File: config.mk
export PLATFORM = sky130hd
export DESIGN_NAME = ksa_flat
export DESIGN_NICKNAME = d
export VERILOG_FILES = /design/src/rtl/ksa_if.sv /design/src/rtl/ksa.sv /design/src/flat_wrapper.sv
export SDC_FILE = /design/constraint.sdc
export NUM_CORES = 1
export LEC_CHECK = 0
export CAP_MARGIN = 5
export CORE_UTILIZATION = 54
export CTS_BUF_LIST = sky130_fd_sc_hd__clkbuf_16
export DETAILED_ROUTE_END_ITERATION = 16
export HOLD_SLACK_MARGIN = 0.12
export PLACE_DENSITY = 0.91
export SETUP_SLACK_MARGIN = 0.5
export SYNTH_ARGS = -nofsm -noshare
export SYNTH_HDL_FRONTEND = slang
export SYNTH_SLANG_ARGS = --single-unit
File: constraint.sdc
create_clock -name clk -period 3.95 [get_ports clk]
set_input_delay 0.395 -clock clk [delete_from_list [all_inputs] [get_ports clk]]
set_output_delay 0.395 -clock clk [all_outputs]
set_load 0.03 [all_outputs]
File: src/rtl/ksa_if.sv
// S-memory port and en/rdy handshake shared by the RC4 stages.
// The slave side is the KSA block; the master side is the controller and memory.
interface ksa_if #(
  parameter int unsigned KEY_BYTES = 3
) ();
  logic                   en;
  logic                   rdy;
  logic [8*KEY_BYTES-1:0] key;
  logic [7:0]             addr;
  logic [7:0]             rddata;
  logic [7:0]             wrdata;
  logic                   wren;

  modport master (output en, key, rddata, input rdy, addr, wrdata, wren);
  modport slave  (input en, key, rddata, output rdy, addr, wrdata, wren);
endinterface

File: src/rtl/ksa.sv
// RC4 key-scheduling stage: permutes the shared 256x8 S memory in place using the key.
// Optional feature: define KSA_SKIP_SELF_SWAP_EN to skip the swap writes when j==i.
module ksa #(
  parameter int unsigned KEY_BYTES = 3
) (
  input  logic  clk,
  input  logic  rst,
  ksa_if.slave  bus
);
  localparam int unsigned KEY_W = 8 * KEY_BYTES;
  localparam int unsigned K_W   = (KEY_BYTES > 1) ? $clog2(KEY_BYTES) : 1;
  localparam logic [K_W-1:0] K_LAST = K_W'(KEY_BYTES - 1);

  typedef enum logic [2:0] {IDLE, RD_I, CALC_J, RD_J, WR_I, WR_J} state_t;

  state_t           state_q, state_d;
  logic [7:0]       i_q, i_d, j_q, j_d, si_q, si_d;
  logic [K_W-1:0]   k_q, k_d;
  logic [KEY_W-1:0] key_q, key_d;
  logic             rdy_q, rdy_d, wren_q, wren_d;
  logic [7:0]       addr_q, addr_d, wrd_q, wrd_d;
  logic             wr_rd_q, wr_rd_d;
  logic [7:0]       key_bytes [KEY_BYTES];
  logic [7:0]       key_byte;
  logic             skip;
  logic             advance;

  // Key byte 0 is the most significant byte of the captured key.
  always_comb begin
    for (int b = 0; b < KEY_BYTES; b++) begin
      key_bytes[b] = key_q[KEY_W-1-8*b -: 8];
    end
  end
  assign key_byte = key_bytes[k_q];

`ifdef KSA_SKIP_SELF_SWAP_EN
  assign skip = (j_q == i_q);
`else
  assign skip = 1'b0;
`endif

  // S[j] is only valid during WR_I, one cycle after its read, so that write
  // takes the memory read data straight through; every other write uses a register.
  assign bus.rdy    = rdy_q;
  assign bus.wren   = wren_q;
  assign bus.addr   = addr_q;
  assign bus.wrdata = wr_rd_q ? bus.rddata : wrd_q;

  always_ff @(posedge clk) begin
    if (rst) begin
      state_q <= IDLE;
      i_q     <= 8'd0;
      j_q     <= 8'd0;
      k_q     <= '0;
      si_q    <= 8'd0;
      key_q   <= '0;
      rdy_q   <= 1'b1;
      wren_q  <= 1'b0;
      addr_q  <= 8'd0;
      wrd_q   <= 8'd0;
      wr_rd_q <= 1'b0;
    end else begin
      state_q <= state_d;
      i_q     <= i_d;
      j_q     <= j_d;
      k_q     <= k_d;
      si_q    <= si_d;
      key_q   <= key_d;
      rdy_q   <= rdy_d;
      wren_q  <= wren_d;
      addr_q  <= addr_d;
      wrd_q   <= wrd_d;
      wr_rd_q <= wr_rd_d;
    end
  end

  // Next state and datapath, then the registered outputs for the state being entered.
  always_comb begin
    state_d = state_q;
    i_d     = i_q;
    j_d     = j_q;
    k_d     = k_q;
    si_d    = si_q;
    key_d   = key_q;
    advance = 1'b0;

    case (state_q)
      IDLE: begin
        if (bus.en) begin
          key_d   = bus.key;
          i_d     = 8'd0;
          j_d     = 8'd0;
          k_d     = '0;
          state_d = RD_I;
        end
      end
      RD_I:   state_d = CALC_J;
      CALC_J: begin
        si_d    = bus.rddata;
        j_d     = j_q + bus.rddata + key_byte;
        state_d = RD_J;
      end
      RD_J: begin
        if (skip) advance = 1'b1;
        else      state_d = WR_I;
      end
      WR_I:    state_d = WR_J;
      WR_J:    advance = 1'b1;
      default: state_d = IDLE;
    endcase

    if (advance) begin
      i_d     = i_q + 8'd1;
      k_d     = (k_q == K_LAST) ? '0 : k_q + K_W'(1);
      state_d = (i_q == 8'hFF) ? IDLE : RD_I;
    end

    rdy_d   = 1'b0;
    wren_d  = 1'b0;
    addr_d  = addr_q;
    wrd_d   = 8'd0;
    wr_rd_d = 1'b0;
    case (state_d)
      IDLE:   rdy_d  = 1'b1;
      RD_I:   addr_d = i_d;
      CALC_J: addr_d = addr_q;
      RD_J:   addr_d = j_d;
      WR_I: begin
        addr_d  = i_d;
        wren_d  = 1'b1;
        wr_rd_d = 1'b1;
      end
      WR_J: begin
        addr_d = j_d;
        wrd_d  = si_d;
        wren_d = 1'b1;
      end
      default: rdy_d = 1'b1;
    endcase
  end
endmodule

File: src/flat_wrapper.sv
// flat-port wrapper written by rule: the top's interface ports become plain ports
module ksa_flat 
#(
  parameter int unsigned KEY_BYTES = 3
)
  (clk, rst, bus_en, bus_key, bus_rddata, bus_rdy, bus_addr, bus_wrdata, bus_wren);
  ksa_if #(.KEY_BYTES(KEY_BYTES)) bus_i ();
  input  logic clk;
  input  logic rst;
  input wire logic [$bits(bus_i.en)-1:0] bus_en;
  input wire logic [$bits(bus_i.key)-1:0] bus_key;
  input wire logic [$bits(bus_i.rddata)-1:0] bus_rddata;
  output wire logic [$bits(bus_i.rdy)-1:0] bus_rdy;
  output wire logic [$bits(bus_i.addr)-1:0] bus_addr;
  output wire logic [$bits(bus_i.wrdata)-1:0] bus_wrdata;
  output wire logic [$bits(bus_i.wren)-1:0] bus_wren;
  assign bus_i.en = bus_en;
  assign bus_i.key = bus_key;
  assign bus_i.rddata = bus_rddata;
  assign bus_rdy = bus_i.rdy;
  assign bus_addr = bus_i.addr;
  assign bus_wrdata = bus_i.wrdata;
  assign bus_wren = bus_i.wren;
  ksa #(.KEY_BYTES(KEY_BYTES)) u_core (.clk(clk), .rst(rst), .bus(bus_i));
endmodule
# Word-level counts from Yosys, hierarchy flattened

Cells that the tools add are included.

Bits in registers: 72
Input bits: 35
Output and inout bits: 18
Word-level logic and storage cells: 64

Add/sub/neg operators: 4
$lt $le $gt $ge: 1
Eq/ne operators: 12
Mux-type cells: 23
Bitwise logic cells: 2
Reductions and logical operators: 11

Operators by type and width:

| operator                                                              | number |
|---|---|
| 8-bit two-way mux                                                     | 8 |
| 8-bit one-hot mux with 2 select lines                                 | 2 |
| 3-bit one-hot mux with 6 select lines                                 | 1 |
| 8-bit adder                                                           | 2 |
| 8-bit binary-select mux with 2-bit select                             | 1 |
| 3-bit by 2-bit equality test with 1-bit output, second input constant | 4 |
| 3-bit equality test, second input constant                            | 4 |
| 8-bit by 1-bit adder with 8-bit output, second input constant         | 1 |
| 8-bit equality test, second input constant                            | 1 |
| 2-bit two-way mux                                                     | 4 |
| 2-bit OR reduction                                                    | 4 |
| 3-bit by 1-bit equality test with 1-bit output, second input constant | 2 |
| 3-bit two-way mux                                                     | 2 |
| 2-bit nonzero test                                                    | 3 |
| 1-bit two-way mux                                                     | 5 |
| 5-bit OR reduction                                                    | 1 |
| 2-bit AND reduction                                                   | 2 |
| 3-bit >= comparator, second input constant                            | 1 |
| 3-bit logical NOT                                                     | 1 |
| 2-bit inverter with 3-bit output                                      | 1 |
| 2-bit by 1-bit adder with 2-bit output, second input constant         | 1 |
| 2-bit equality test, second input constant                            | 1 |
| 1-bit inverter                                                        | 1 |

# Depth between registers and ports, before layout

Word-level depth: 7
Gate-level depth with buffers: 12
Gate-level depth less buffers: 11

# Worst setup path after synthesis

Ideal clock, no wire load.

Path type: reg-to-reg
From: register u_core.k_q[0]
To: register u_core.j_q[7]
Library setup time: 0.074 ns
Data arrival time: 2.957 ns
Required time: 3.876 ns
Path slack: 0.919 ns
Stages on the path, launching flop included: 12
Path buffers: 2
Period minus slack after synthesis: 3.031 ns
Cell sequence: dfxtp_1 > clkbuf_1 > buf_1 > nand2_1 > o22ai_1 > fa_1 > ha_1 > nor2b_1 > o31a_1 > o21a_1 > or4_1 > a31oi_1

Word-level cells in the longest chain between the ends: 6

Ends and longest elaborated chain:

| item                                                   | RTL line   | source |
|---|---|---|
| start, declared                                        | ksa.sv:18  | `logic [K_W-1:0] k_q, k_d;` |
| start signal, assigned                                 | ksa.sv:66  | `k_q <= k_d;` |
| 2-bit inverter with 3-bit output (implied by the code) | ksa.sv:34  | `assign key_byte = key_bytes[k_q];` |
| 8-bit binary-select mux with 2-bit select              | ksa.sv:34  |  |
| 8-bit two-way mux (implied by the code) (2 in series)  | ksa.sv:34  |  |
| 8-bit adder                                            | ksa.sv:100 | `j_d = j_q + bus.rddata + key_byte;` |
| 8-bit one-hot mux with 2 select lines                  | ksa.sv:87  | `case (state_q)` |
| end signal, assigned                                   | ksa.sv:65  | `j_q <= j_d;` |
| end, declared                                          | ksa.sv:17  | `logic [7:0] i_q, i_d, j_q, j_d, si_q, si_d;` |

Every way passes these cells. The select of a mux whose other input is x is not followed.
A chain may end at the register's enable or synchronous reset.

# Worst setup path after layout

From: register u_core.k_q[1]
To: register u_core.addr_q[5], in the netlist u_core.bus.addr[5]

Word-level cells in the longest chain between the ends: 7

Ends and longest elaborated chain:

| item                                                   | RTL line   | source |
|---|---|---|
| 2-bit inverter with 3-bit output (implied by the code) | ksa.sv:34  |  |
| 8-bit binary-select mux with 2-bit select              | ksa.sv:34  |  |
| 8-bit two-way mux (implied by the code) (2 in series)  | ksa.sv:34  |  |
| 8-bit adder                                            | ksa.sv:100 |  |
| 8-bit one-hot mux with 2 select lines                  | ksa.sv:87  |  |
| 8-bit one-hot mux with 2 select lines                  | ksa.sv:123 | `case (state_d)` |
| end signal, assigned                                   | ksa.sv:71  | `addr_q <= addr_d;` |
| end, declared                                          | ksa.sv:21  | `logic [7:0] addr_q, addr_d, wrd_q, wrd_d;` |

Every way passes these cells. The select of a mux whose other input is x is not followed.

==> results.json <==
{
  "period_share": 0.821,
  "clock_latency_ps": 330,
  "synth_xor_area_frac": 0.0179,
  "yosysTopAreaCell": "dfxtp_1",
  "final_cell_mix": "83 x nand2_1, 70 x dfxtp_1, 51 x clkdlybuf4s50_1",
  "critPathMaxStageDelay_ps": 530,
  "synth-simple-area-share": 0.212,
  "synth_top_family_by_area": "simple AND/OR/NAND/NOR gates",
  "die_h_um": 81.6,
  "first_pass_iters": 5,
  "synth_top_area_share": 0.422,
  "die_area_mm2": 0.00665,
  "critPathKind": "flop to flop",
  "cts.sinks": 72,
  "synthAdderAreaFrac": 0.0724,
  "nNetsFinal": 482,
  "syn_nets": 440,
  "required_ps": 4170,
  "relSlewSlack": 0.250,
  "start_util": 0.567,
  "post-place-ws_ps": 709,
  "muxShareOfSynthArea": 0.0531,
  "first_iter_violations": 234,
  "critPathMaxFanout": 9,
  "die_w_um": 81.6,
  "setup_viol_count_final": 0,
  "holdBufCountCts": 0,
  "drive_gt1_frac": 0.0778,
  "fmax_mhz": 308,
  "p_comb_frac": 0.209,
  "synth_cell_types": 57,
  "pwr-share-seq": 0.425,
  "crit_chain": "mux2i_1 > o22ai_1 > fa_1 > ha_1 > inv_1 > fa_1 > nor2b_1 > o21ai_0 > a211oi_1 > a211oi_1 > o41ai_1",
  "synth_compound_area_frac": 0.181,
  "grt_pass1_vias": 2910,
  "ys_top_cells_by_area": "dfxtp_1 42%, nand2_1 9.1%, a21oi_1 6.6%",
  "critPathCaptureType": "flop",
  "area_delta_synth_final_pct": 23.2,
  "cts_tree": "built",
  "setup_tns_ps": 0,
  "cts_root_buf": "clkbuf_16",
  "gr-total-overflow": 0,
  "ys_ff_latch": 72,
  "grt_use_total": 0.283,
  "wl_per_cell_um": 16.9,
  "syn_avg_cell_area_um2": 8.77,
  "drv_slew": 0,
  "clockBufferDepth": 2,
  "vias": 3091,
  "rows": 28,
  "place_hpwl_um": 5770,
  "syn_inst": 390,
  "p_leak_nw": 1.56,
  "synth_ff_type": "dfxtp_1",
  "status": "finished, final reports clean",
  "portBuffers": 52,
  "hold_viol": 0,
  "async_flop_share": 0,
  "cap_violations": 0,
  "rsz0062_at_grt": "no",
  "synth_edf_count": 0,
  "p_per_area_mw_per_mm2": 458,
  "core_mm2": 0.00603,
  "arrival_ps": 3460,
  "grt_pass1_wl_um": 13800,
  "grt_max_degree": 36,
  "routed_wl_um": 8630,
  "syn_area_mm2": 0.00342,
  "num_antenna_cells": 0,
  "final_antenna_net_count": 0,
  "clk_pin_slew_ps": 50,
  "ir_drop_mv": 0.399,
  "layout_commonest_cell": "nand2_1",
  "crit_family": "adder cells",
  "gp_congestion": 0.964,
  "setup_ws_ps": 708,
  "hp-class": "flop to flop",
  "switching_share": 0.296,
  "io_pins": 53,
  "yosys_warnings": 0,
  "worst-path-buf-inv": 1,
  "clockPowerShare": 0.366,
  "tightest_slew_ps": 1120,
  "antenna_found_initial": 0,
  "period_needed_ps": 3240,
  "p_sw_mw": 0.572,
  "skew_ps": 3.23,
  "p_int_mw": 1.36,
  "critPathLaunchType": "flop",
  "drc": 0,
  "via_per_inst": 6.04,
  "synth_seq_area_share": 0.422,
  "critPathSlowestCell": "fa_1",
  "htree_levels": 3,
  "cts_buffers": 9
}
sequential cells by signal, summed over array words and instances (netlist names):
signal / cells
u_core.bus.addr: 8
u_core.bus.rdy: 1
u_core.bus.wren: 1
u_core.i_q: 8
u_core.j_q: 8
u_core.k_q: 2
u_core.key_bytes: 24
u_core.si_q: 8
u_core.state_q: 3
u_core.wr_rd_q: 1
u_core.wrd_q: 8
routing by layer:
metal	part of all wire	vias up	GRT usage
li1	-	1447	-
met1	0.39	1455	0.319
met2	0.50	157	0.488
met3	0.073	32	0.0733
met4	0.036	0	0.151
met5	0	-	0
synthesized netlist by cell type (all sizes together), types with 2 or more instances:
| master | n |
|---|---|
| nor3 | 6 |
| o2bb2ai | 3 |
| a211oi | 2 |
| nand2 | 83 |
| o21bai | 3 |
| or4 | 2 |
| nand3 | 4 |
| a2bb2oi | 2 |
| buf | 8 |
| and2 | 10 |
| nor2b | 6 |
| a22oi | 4 |
| nor3b | 3 |
| o311ai | 3 |
| o21ai | 2 |
| xnor2 | 7 |
| a221oi | 2 |
| o21a | 3 |
| a221o | 3 |
| mux2 | 9 |
| o41ai | 3 |
| clkbuf | 17 |
| inv | 7 |
| o211ai | 4 |
| nor4b | 2 |
| mux2i | 8 |
| dfxtp | 72 |
| a31oi | 2 |
| nand2b | 2 |
| nand4 | 2 |
| fa | 8 |
| o22ai | 8 |
| a21oi | 45 |
| ha | 7 |
| nand3b | 3 |
| nor2 | 22 |
per-stage QoR:
step	total power, mW	util	area, um^2	hold WS (ps)	instances
CTS	1.93	0.699	4210	455	512
detailed placement	1.23	0.656	3950	448	496
floorplan	1.10	-	3420	434	390
finish	1.93	0.699	4210	452	512
global placement	1.20	0.656	3950	441	496
global route	2.00	0.699	4210	474	512
worst min-delay path, delay by kind of cell (launching register included):
kind / cells / cell delay, ps
flops: 1 / 290
compound gates: 1 / 60
simple gates: 1 / 50
worst paths after layout:
kind | startpoint | endpoint | slack (ps) | cells after the start
setup / recovery | u_core.k_q[1] | u_core.bus.addr[5] | 710 | 11
hold / removal | u_core.si_q[5] | u_core.si_q[5] | 450 | 2
setup reg to reg | u_core.k_q[1] | u_core.bus.addr[5] | 710 | 11
hold reg to reg | u_core.si_q[5] | u_core.si_q[5] | 450 | 2
power by group through the flow:
stage / logic [mW] / registers, mW / clock network (mW)
finish: 0.403 / 0.821 / 0.706
global placement: 0.372 / 0.831 / 0
floorplan: 0.269 / 0.829 / 0
global route: 0.442 / 0.826 / 0.734
detailed placement: 0.392 / 0.834 / 0
CTS: 0.398 / 0.820 / 0.709
layout make-up:
| class | count | area [um^2] |
|---|---|---|
| multi-input cells | 286 | 1840 |
| repair buffers | 56 | 546 |
| well taps | 75 | 93.8 |
| clock buffers | 9 | 225 |
| flip-flops and latches | 72 | 1440 |
| inverters | 7 | 26.3 |
| clock inverters | 7 | 33.8 |
| fillers | 469 | 1810 |
cells by family after synthesis:
kind of cell	after synthesis
muxes	17
DFF	72
AOI/OAI and AO/OA	95
xor gates and xnor gates	7
adders and majority gates	15
buffers and inverters	32
and+or+nand+nor	152
timing repair:
item | in CTS | in global routing
setup endpoints to repair | 0 | 4
hold endpoints to repair | 0 | 0
resized for setup | 0 | 2
buffers inserted | 0 | 0
Power figures use the tool's default switching activity.
